--- src/rtl/dcache_port_arbiter.sv ---
// ---------------------------------------------------------------------------
// dcache_port_arbiter
//
// Shares a single data-cache request port among NR_PORTS LSU requesters
// (load unit, store buffer, PTW). Requests are arbitrated round-robin and a
// grant is held (LOCKED) until the cache accepts it. The late tag phase is
// forwarded from the requester granted in the previous cycle. Read responses
// are returned in order through a small FIFO of granted requester IDs.
//
// Parameters:
//   NR_PORTS   number of requesters (2..8)
//   RSP_DEPTH  maximum outstanding granted reads (power of two, >= 2)
//
// Ports:
//   clk_i        clock
//   rst_ni       asynchronous active-low reset
//   flush_i      drops a pending (ungranted) lock
//   req_ports_i  per-requester requests
//   req_ports_o  per-requester data_gnt / data_rvalid / data_rdata
//   req_port_o   request towards the D$
//   req_port_i   response from the D$
//   busy_o       lock held or reads outstanding
//
// Build option:
//   DCACHE_ARB_PRIO_EN  when defined, port 0 wins every IDLE arbitration in
//                       which it requests, ahead of the round-robin search,
//                       and its grants leave the round-robin pointer alone.
// ---------------------------------------------------------------------------

package dcache_arb_pkg;

  localparam int unsigned DCACHE_INDEX_WIDTH = 12;
  localparam int unsigned DCACHE_TAG_WIDTH   = 20;
  localparam int unsigned DCACHE_DATA_WIDTH  = 32;

  typedef struct packed {
    logic [DCACHE_INDEX_WIDTH-1:0]  address_index;
    logic [DCACHE_TAG_WIDTH-1:0]    address_tag;
    logic [DCACHE_DATA_WIDTH-1:0]   data_wdata;
    logic                           data_req;
    logic                           data_we;
    logic [DCACHE_DATA_WIDTH/8-1:0] data_be;
    logic [1:0]                     data_size;
    logic                           kill_req;
    logic                           tag_valid;
  } dcache_req_i_t;

  typedef struct packed {
    logic                         data_gnt;
    logic                         data_rvalid;
    logic [DCACHE_DATA_WIDTH-1:0] data_rdata;
  } dcache_req_o_t;

endpackage

module dcache_port_arbiter
  import dcache_arb_pkg::*;
#(
  parameter int unsigned NR_PORTS  = 3,
  parameter int unsigned RSP_DEPTH = 4
) (
  input  logic                         clk_i,
  input  logic                         rst_ni,
  input  logic                         flush_i,
  input  dcache_req_i_t [NR_PORTS-1:0] req_ports_i,
  output dcache_req_o_t [NR_PORTS-1:0] req_ports_o,
  output dcache_req_i_t                req_port_o,
  input  dcache_req_o_t                req_port_i,
  output logic                         busy_o
);

  localparam int unsigned IdW  = $clog2(NR_PORTS);
  localparam int unsigned PtrW = $clog2(RSP_DEPTH);
  localparam int unsigned CntW = PtrW + 1;

  typedef logic [IdW-1:0] port_id_t;

  typedef enum logic {
    IDLE,
    LOCKED
  } state_e;

  state_e          state_q, state_d;
  port_id_t        locked_id_q, locked_id_d;
  port_id_t        rr_q, rr_d;
  port_id_t        tag_id_q, tag_id_d;
  logic            tag_vld_q, tag_vld_d;

  port_id_t        fifo_q [RSP_DEPTH];
  logic [PtrW-1:0] wr_ptr_q, rd_ptr_q;
  logic [CntW-1:0] cnt_q;

  logic                fifo_full, fifo_empty;
  logic                push, pop;
  logic [NR_PORTS-1:0] eligible;
  port_id_t            winner;
  logic                win_vld;
  logic                gnt_fire;
  port_id_t            winner_inc;

  assign fifo_full  = (cnt_q == CntW'(RSP_DEPTH));
  assign fifo_empty = (cnt_q == '0);
  assign busy_o     = (state_q == LOCKED) | ~fifo_empty;

  // A read cannot be accepted while every response slot is taken; the
  // registered count is used so a same-cycle pop does not unmask it.
  always_comb begin
    for (int unsigned i = 0; i < NR_PORTS; i++) begin
      eligible[i] = req_ports_i[i].data_req & (req_ports_i[i].data_we | ~fifo_full);
    end
  end

  // Round-robin search from rr_q; walking the offsets downwards lets the
  // closest eligible requester be the last (winning) assignment.
  always_comb begin
    int       idx;
    port_id_t cand;
    winner  = '0;
    win_vld = 1'b0;
    idx     = 0;
    cand    = '0;
    if (state_q == LOCKED) begin
      winner  = locked_id_q;
      win_vld = req_ports_i[locked_id_q].data_req;
    end else begin
      for (int off = NR_PORTS - 1; off >= 0; off--) begin
        idx = int'(rr_q) + off;
        if (idx >= int'(NR_PORTS)) begin
          idx = idx - int'(NR_PORTS);
        end
        cand = port_id_t'(idx);
        if (eligible[cand]) begin
          winner  = cand;
          win_vld = 1'b1;
        end
      end
`ifdef DCACHE_ARB_PRIO_EN
      if (eligible[0]) begin
        winner  = '0;
        win_vld = 1'b1;
      end
`endif
    end
  end

  assign gnt_fire   = win_vld & req_port_i.data_gnt;
  assign push       = gnt_fire & ~req_ports_i[winner].data_we;
  assign pop        = req_port_i.data_rvalid & ~fifo_empty;
  assign winner_inc = (winner == port_id_t'(NR_PORTS - 1)) ? '0 : winner + port_id_t'(1);

  // Request fields come from the current winner; tag-phase fields come from
  // whoever was granted one cycle earlier, independently of the new winner.
  always_comb begin
    req_port_o = '0;
    if (win_vld) begin
      req_port_o.address_index = req_ports_i[winner].address_index;
      req_port_o.data_wdata    = req_ports_i[winner].data_wdata;
      req_port_o.data_we       = req_ports_i[winner].data_we;
      req_port_o.data_be       = req_ports_i[winner].data_be;
      req_port_o.data_size     = req_ports_i[winner].data_size;
      req_port_o.data_req      = 1'b1;
    end
    if (tag_vld_q) begin
      req_port_o.address_tag = req_ports_i[tag_id_q].address_tag;
      req_port_o.tag_valid   = req_ports_i[tag_id_q].tag_valid;
      req_port_o.kill_req    = req_ports_i[tag_id_q].kill_req;
    end
  end

  // Read data is broadcast; only the FIFO head sees data_rvalid.
  always_comb begin
    for (int unsigned i = 0; i < NR_PORTS; i++) begin
      req_ports_o[i]            = '0;
      req_ports_o[i].data_rdata = req_port_i.data_rdata;
    end
    if (gnt_fire) begin
      req_ports_o[winner].data_gnt = 1'b1;
    end
    if (pop) begin
      req_ports_o[fifo_q[rd_ptr_q]].data_rvalid = 1'b1;
    end
  end

  always_comb begin
    state_d     = state_q;
    locked_id_d = locked_id_q;
    rr_d        = rr_q;
    tag_id_d    = tag_id_q;
    tag_vld_d   = 1'b0;
    case (state_q)
      IDLE: begin
        if (win_vld && !req_port_i.data_gnt) begin
          state_d     = LOCKED;
          locked_id_d = winner;
        end
      end
      LOCKED: begin
        if (!win_vld || req_port_i.data_gnt) begin
          state_d = IDLE;
        end
      end
      default: state_d = IDLE;
    endcase
    if (gnt_fire) begin
      tag_id_d  = winner;
      tag_vld_d = 1'b1;
`ifdef DCACHE_ARB_PRIO_EN
      if (winner != '0) begin
        rr_d = winner_inc;
      end
`else
      rr_d = winner_inc;
`endif
    end
    // Flush only abandons an ungranted lock; outstanding reads stay tracked.
    if (flush_i) begin
      state_d = IDLE;
    end
  end

  always_ff @(posedge clk_i or negedge rst_ni) begin
    if (!rst_ni) begin
      state_q     <= IDLE;
      locked_id_q <= '0;
      rr_q        <= '0;
      tag_id_q    <= '0;
      tag_vld_q   <= 1'b0;
    end else begin
      state_q     <= state_d;
      locked_id_q <= locked_id_d;
      rr_q        <= rr_d;
      tag_id_q    <= tag_id_d;
      tag_vld_q   <= tag_vld_d;
    end
  end

  always_ff @(posedge clk_i or negedge rst_ni) begin
    if (!rst_ni) begin
      wr_ptr_q <= '0;
      rd_ptr_q <= '0;
      cnt_q    <= '0;
      for (int unsigned i = 0; i < RSP_DEPTH; i++) begin
        fifo_q[i] <= '0;
      end
    end else begin
      if (push) begin
        fifo_q[wr_ptr_q] <= winner;
        wr_ptr_q         <= wr_ptr_q + PtrW'(1);
      end
      if (pop) begin
        rd_ptr_q <= rd_ptr_q + PtrW'(1);
      end
      if (push && !pop) begin
        cnt_q <= cnt_q + CntW'(1);
      end else if (pop && !push) begin
        cnt_q <= cnt_q - CntW'(1);
      end
    end
  end

`ifndef SYNTHESIS
  always @(posedge clk_i) begin
    if (rst_ni && req_port_i.data_rvalid) begin
      assert (!fifo_empty)
        else $error("dcache_port_arbiter: data_rvalid with no outstanding read");
    end
  end
`endif

endmodule

--- config.mk ---
export PLATFORM = sky130hd
export DESIGN_NAME = dcache_port_arbiter
export DESIGN_NICKNAME = d
export VERILOG_FILES = /design/src/rtl/dcache_port_arbiter.sv
export SDC_FILE = /design/constraint.sdc
export NUM_CORES = 1
export LEC_CHECK = 0
export ABC_AREA = 1
export BUFFER_PORTS_ARGS = -buffer_cell sky130_fd_sc_hd__buf_2
export CELL_PAD_IN_SITES_DETAIL_PLACEMENT = 0
export CELL_PAD_IN_SITES_GLOBAL_PLACEMENT = 2
export CORE_ASPECT_RATIO = 0.75
export CORE_MARGIN = 2
export CORE_UTILIZATION = 16
export CTS_CLUSTER_DIAMETER = 200
export DETAILED_ROUTE_END_ITERATION = 12
export GPL_TIMING_DRIVEN = 1
export PLACE_DENSITY = 0.84
export SLEW_MARGIN = 10
export SYNTH_ARGS = -nofsm -noshare
export SYNTH_HDL_FRONTEND = slang
export SYNTH_SLANG_ARGS = --single-unit
--- constraint.sdc ---
create_clock -name clk_i -period 7.2 [get_ports clk_i]
set_input_delay 0.72 -clock clk_i [delete_from_list [all_inputs] [get_ports clk_i]]
set_output_delay 0.72 -clock clk_i [all_outputs]
set_load 0.005 [all_outputs]
==> flow_metrics.env <==
export IMPL_start_util_pct=16.4
export IMPL_layout_drive_gt1_share_pct=36.3
export IMPL_fp_coreArea_sq_um=25100
export IMPL_drc_errors=0
export IMPL_ir_drop_mv=0.231
export IMPL_fin_tns_setup_ns=0
export IMPL_clkSinkCount=23
export IMPL_area_growth_pct=28.6
export IMPL_power_uw=2500
export IMPL_crit_path_cell_trace="inv_1 -> ha_1 -> inv_1 -> nand3_1 -> nand2_1 -> nand2_1 -> nand3_1 -> nand2_1 -> nand2_1 -> nand2_2 -> nand2_4 -> nand2_1 -> inv_2 -> nand2_1 -> nand3_1 -> nand2_1 -> inv_1 -> buf_2"
export IMPL_drt_iter0_markers=204
export IMPL_cts_buffer_depth=2
export IMPL_cp_num_buf_inv=5
export IMPL_synth_largest_area_cell="nand2_1"
export IMPL_r2r_start="rr_q[0]$_DFFE_PN0P_"
export IMPL_io_pins=436
export IMPL_syn_inst=743
export IMPL_grt_pass1_wl_um=25100
export IMPL_hold_buffers=0
export IMPL_post_dp_hpwl_um=13600
export IMPL_grt_antenna_before_repair=4
export IMPL_fin_crit_ns=4.05
export IMPL_insertion_delay_ns=0.26
export IMPL_setup_viol=0
export IMPL_cts_resized=0
export IMPL_synth_area_sq_um=4120
export IMPL_critical_path_max_stage_delay_ns=0.75
export IMPL_ant_nets=0
export IMPL_skew_ns=0.00256
export IMPL_dieHeight_um=143
export IMPL_grt_pass1_vias=4743
export IMPL_globalplace_congestion=0.837
export IMPL_period_share_pct=56.3
export IMPL_synth_area_top_cells="nand2_1 25%, buf_4 20%, dfrtp_1 14%"
export IMPL_crit_path_end_kind="primary output"
export IMPL_hold_viol=0
export IMPL_crit_top_cell="nand2_1"
export IMPL_cp_required_ns=6.48
export IMPL_rsz0062_at_grt="no"
export IMPL_fillers=2992
export IMPL_pwr_density_cell_nw_per_um2=472
export IMPL_cts_made_buffers=3
export IMPL_avgSynthCellArea_sq_um=5.55
export IMPL_r2r_slack_ns=3.67
export IMPL_async_flop_share_pct=100
export IMPL_routed_via_density=4.01
export IMPL_p_leak_uw=0.00326
export IMPL_synthFlopType="dfrtp_1"
export IMPL_cts_root_buf="clkbuf_16"
export IMPL_drt_total_wl_um=17000
export IMPL_ys_ff_latch=23
export IMPL_cp_start_kind="register"
export IMPL_yosys_warnings=0
export IMPL_track_usage_pct=11.6
export IMPL_path_clk_slew_ns=0.07
export IMPL_yosys_area_top_type_share_pct=25.0
export IMPL_rows=50
export IMPL_htree_levels=1
export IMPL_dieArea_sq_um=27100
export IMPL_worstPathMaxFanout=51
export IMPL_wire_per_inst_um=13.4
export IMPL_ys_types=31
export IMPL_num_nets_final=1199
export IMPL_slew_headroom_pct=26.6
export IMPL_synth_nets=1010
export IMPL_drt_pass1_iterations=4
export IMPL_crit_type="reg -> out"
export IMPL_vias=5090
export IMPL_slew_viol_final=0
export IMPL_fmax_ghz=0.247
export IMPL_synth_edf_count=0
export IMPL_post_cts_buffers=0
export IMPL_reg2reg_to="cnt_q[2]$_DFFE_PN0P_"
export IMPL_port_buffers=307
export IMPL_grt_max_degree=54
export IMPL_min_path_type="in -> async"
export IMPL_seq_area_frac_synth_pct=14.0
export IMPL_crit_family="simple AND/OR/NAND/NOR gates"
export IMPL_slowest_stage="inv_2"
export IMPL_tritoncts="yes"
export IMPL_post_route_util_pct=21.1
export IMPL_max_cap_viol_count=0
export IMPL_grt_overflow_total=0
export IMPL_worstMarginPinSlew_ns=1.10
export IMPL_status="completed"
export IMPL_r2r_cells=19
export IMPL_arrival_ns=3.33
export IMPL_die_w_um=189
-- per-stage QoR --
step	std cells	instance area (sq um)	hold WS [ns]	setup WS, ns
CTS	1269	5300	0.460	3.11
finish	1270	5300	0.447	3.15
global placement	1265	5220	0.459	3.25
global route	1269	5300	0.489	2.84
detailed placement	1265	5220	0.460	3.28
floorplan	743	4120	0.424	4.35
-- report_power, final --
part           internal, uW  switching, uW
sequential              188           62.9
combinational           781           1340
clock                  75.0           51.8
total                  1040           1460
-- state kept, by name, indices dropped and copies added (netlist names), 2 cells and up --
| register | flops |
|---|---|
| fifo_q | 8 |
| cnt_q | 3 |
| locked_id_q | 2 |
| rd_ptr_q | 2 |
| rr_q | 2 |
| tag_id_q | 2 |
| wr_ptr_q | 2 |
-- area by class of cell --
| class | instances | area, sq um | share of cell area, % |
|---|---|---|---|
| multi-input combinational | 509 | 2330 | 44.0 |
| clock inverter | 1 | 5.00 | 0.0945 |
| antenna | 1 | 2.50 | 0.0472 |
| inverter | 83 | 312 | 5.88 |
| clock buffer | 3 | 75.1 | 1.42 |
| timing repair buffer | 312 | 1570 | 29.7 |
| tap | 338 | 423 | 7.98 |
| sequential | 23 | 576 | 10.9 |
-- synthesized netlist by cell type (2+ instances only) --
cell	count
nand2_1	274
buf_4	112
inv_1	80
nand3_1	72
nor2_1	53
o21ai_0	34
a21oi_1	27
dfrtp_1	23
clkbuf_1	12
nand4_1	9
ha_1	7
nand3_2	5
nand2_2	4
nor2_4	4
buf_1	3
inv_2	3
nor3_1	3
o21ai_1	3
nand2_4	2
xor2_1	2
-- cell usage in the layout (no fill, tap or decap) --
cell and instances:
a21oi_1 27, a32o_1 1, buf_2 307, buf_4 5, clkbuf_16 3, clkinv_2 1, dfrtp_1 23, diode_2 1
fa_1 1, ha_1 7, inv_1 80, inv_2 3, mux2_2 1, nand2_1 274, nand2_2 4, nand2_4 2
nand3_1 72, nand3_2 5, nand3_4 1, nand4_1 9, nor2_1 53, nor2_2 1, nor2_4 4, nor3_1 3
nor3b_1 1, o21ai_0 34, o21ai_1 3, o21ai_2 1, o22ai_1 1, o311ai_0 1, xnor2_1 1, xor2_1 2
-- how the worst max path moves through the flow --
stage                   startpoint                   end  slack (ns)  depth (start not counted)
2_1_floorplan     req_ports_i[156]  cnt_q[2]$_DFFE_PN0P_        4.35                         19
3_3_place_gp      req_ports_i[156]        req_port_o[26]        3.25                         18
5_1_grt        rr_q[0]$_DFFE_PN0P_        req_port_o[26]        2.84                         18
6_report       rr_q[0]$_DFFE_PN0P_        req_port_o[66]        3.15                         18
4_1_cts        rr_q[0]$_DFFE_PN0P_        req_port_o[26]        3.11                         18
3_5_place_dp       req_ports_i[82]        req_port_o[26]        3.28                         17
-- cells by family after synthesis --
group / synth area share [%]
AOI/OAI and AO/OA: 8.59
buffers and inverters: 29.4
DFF: 14.0
adders and majority gates: 2.61
xor gates and xnor gates: 0.638
muxes: 0.273
and+or+nand+nor: 44.5
-- layer usage --
layer / vias up / GRT usage (%) / share of wire (%)
met4: 4 / 0.571 / 0.29
met2: 279 / 19.9 / 46
met5: - / 0 / 0.16
met3: 13 / 4.82 / 12
met1: 2208 / 14.2 / 41
li1: 2586 / - / -
(Power assumes the default switching activity.)
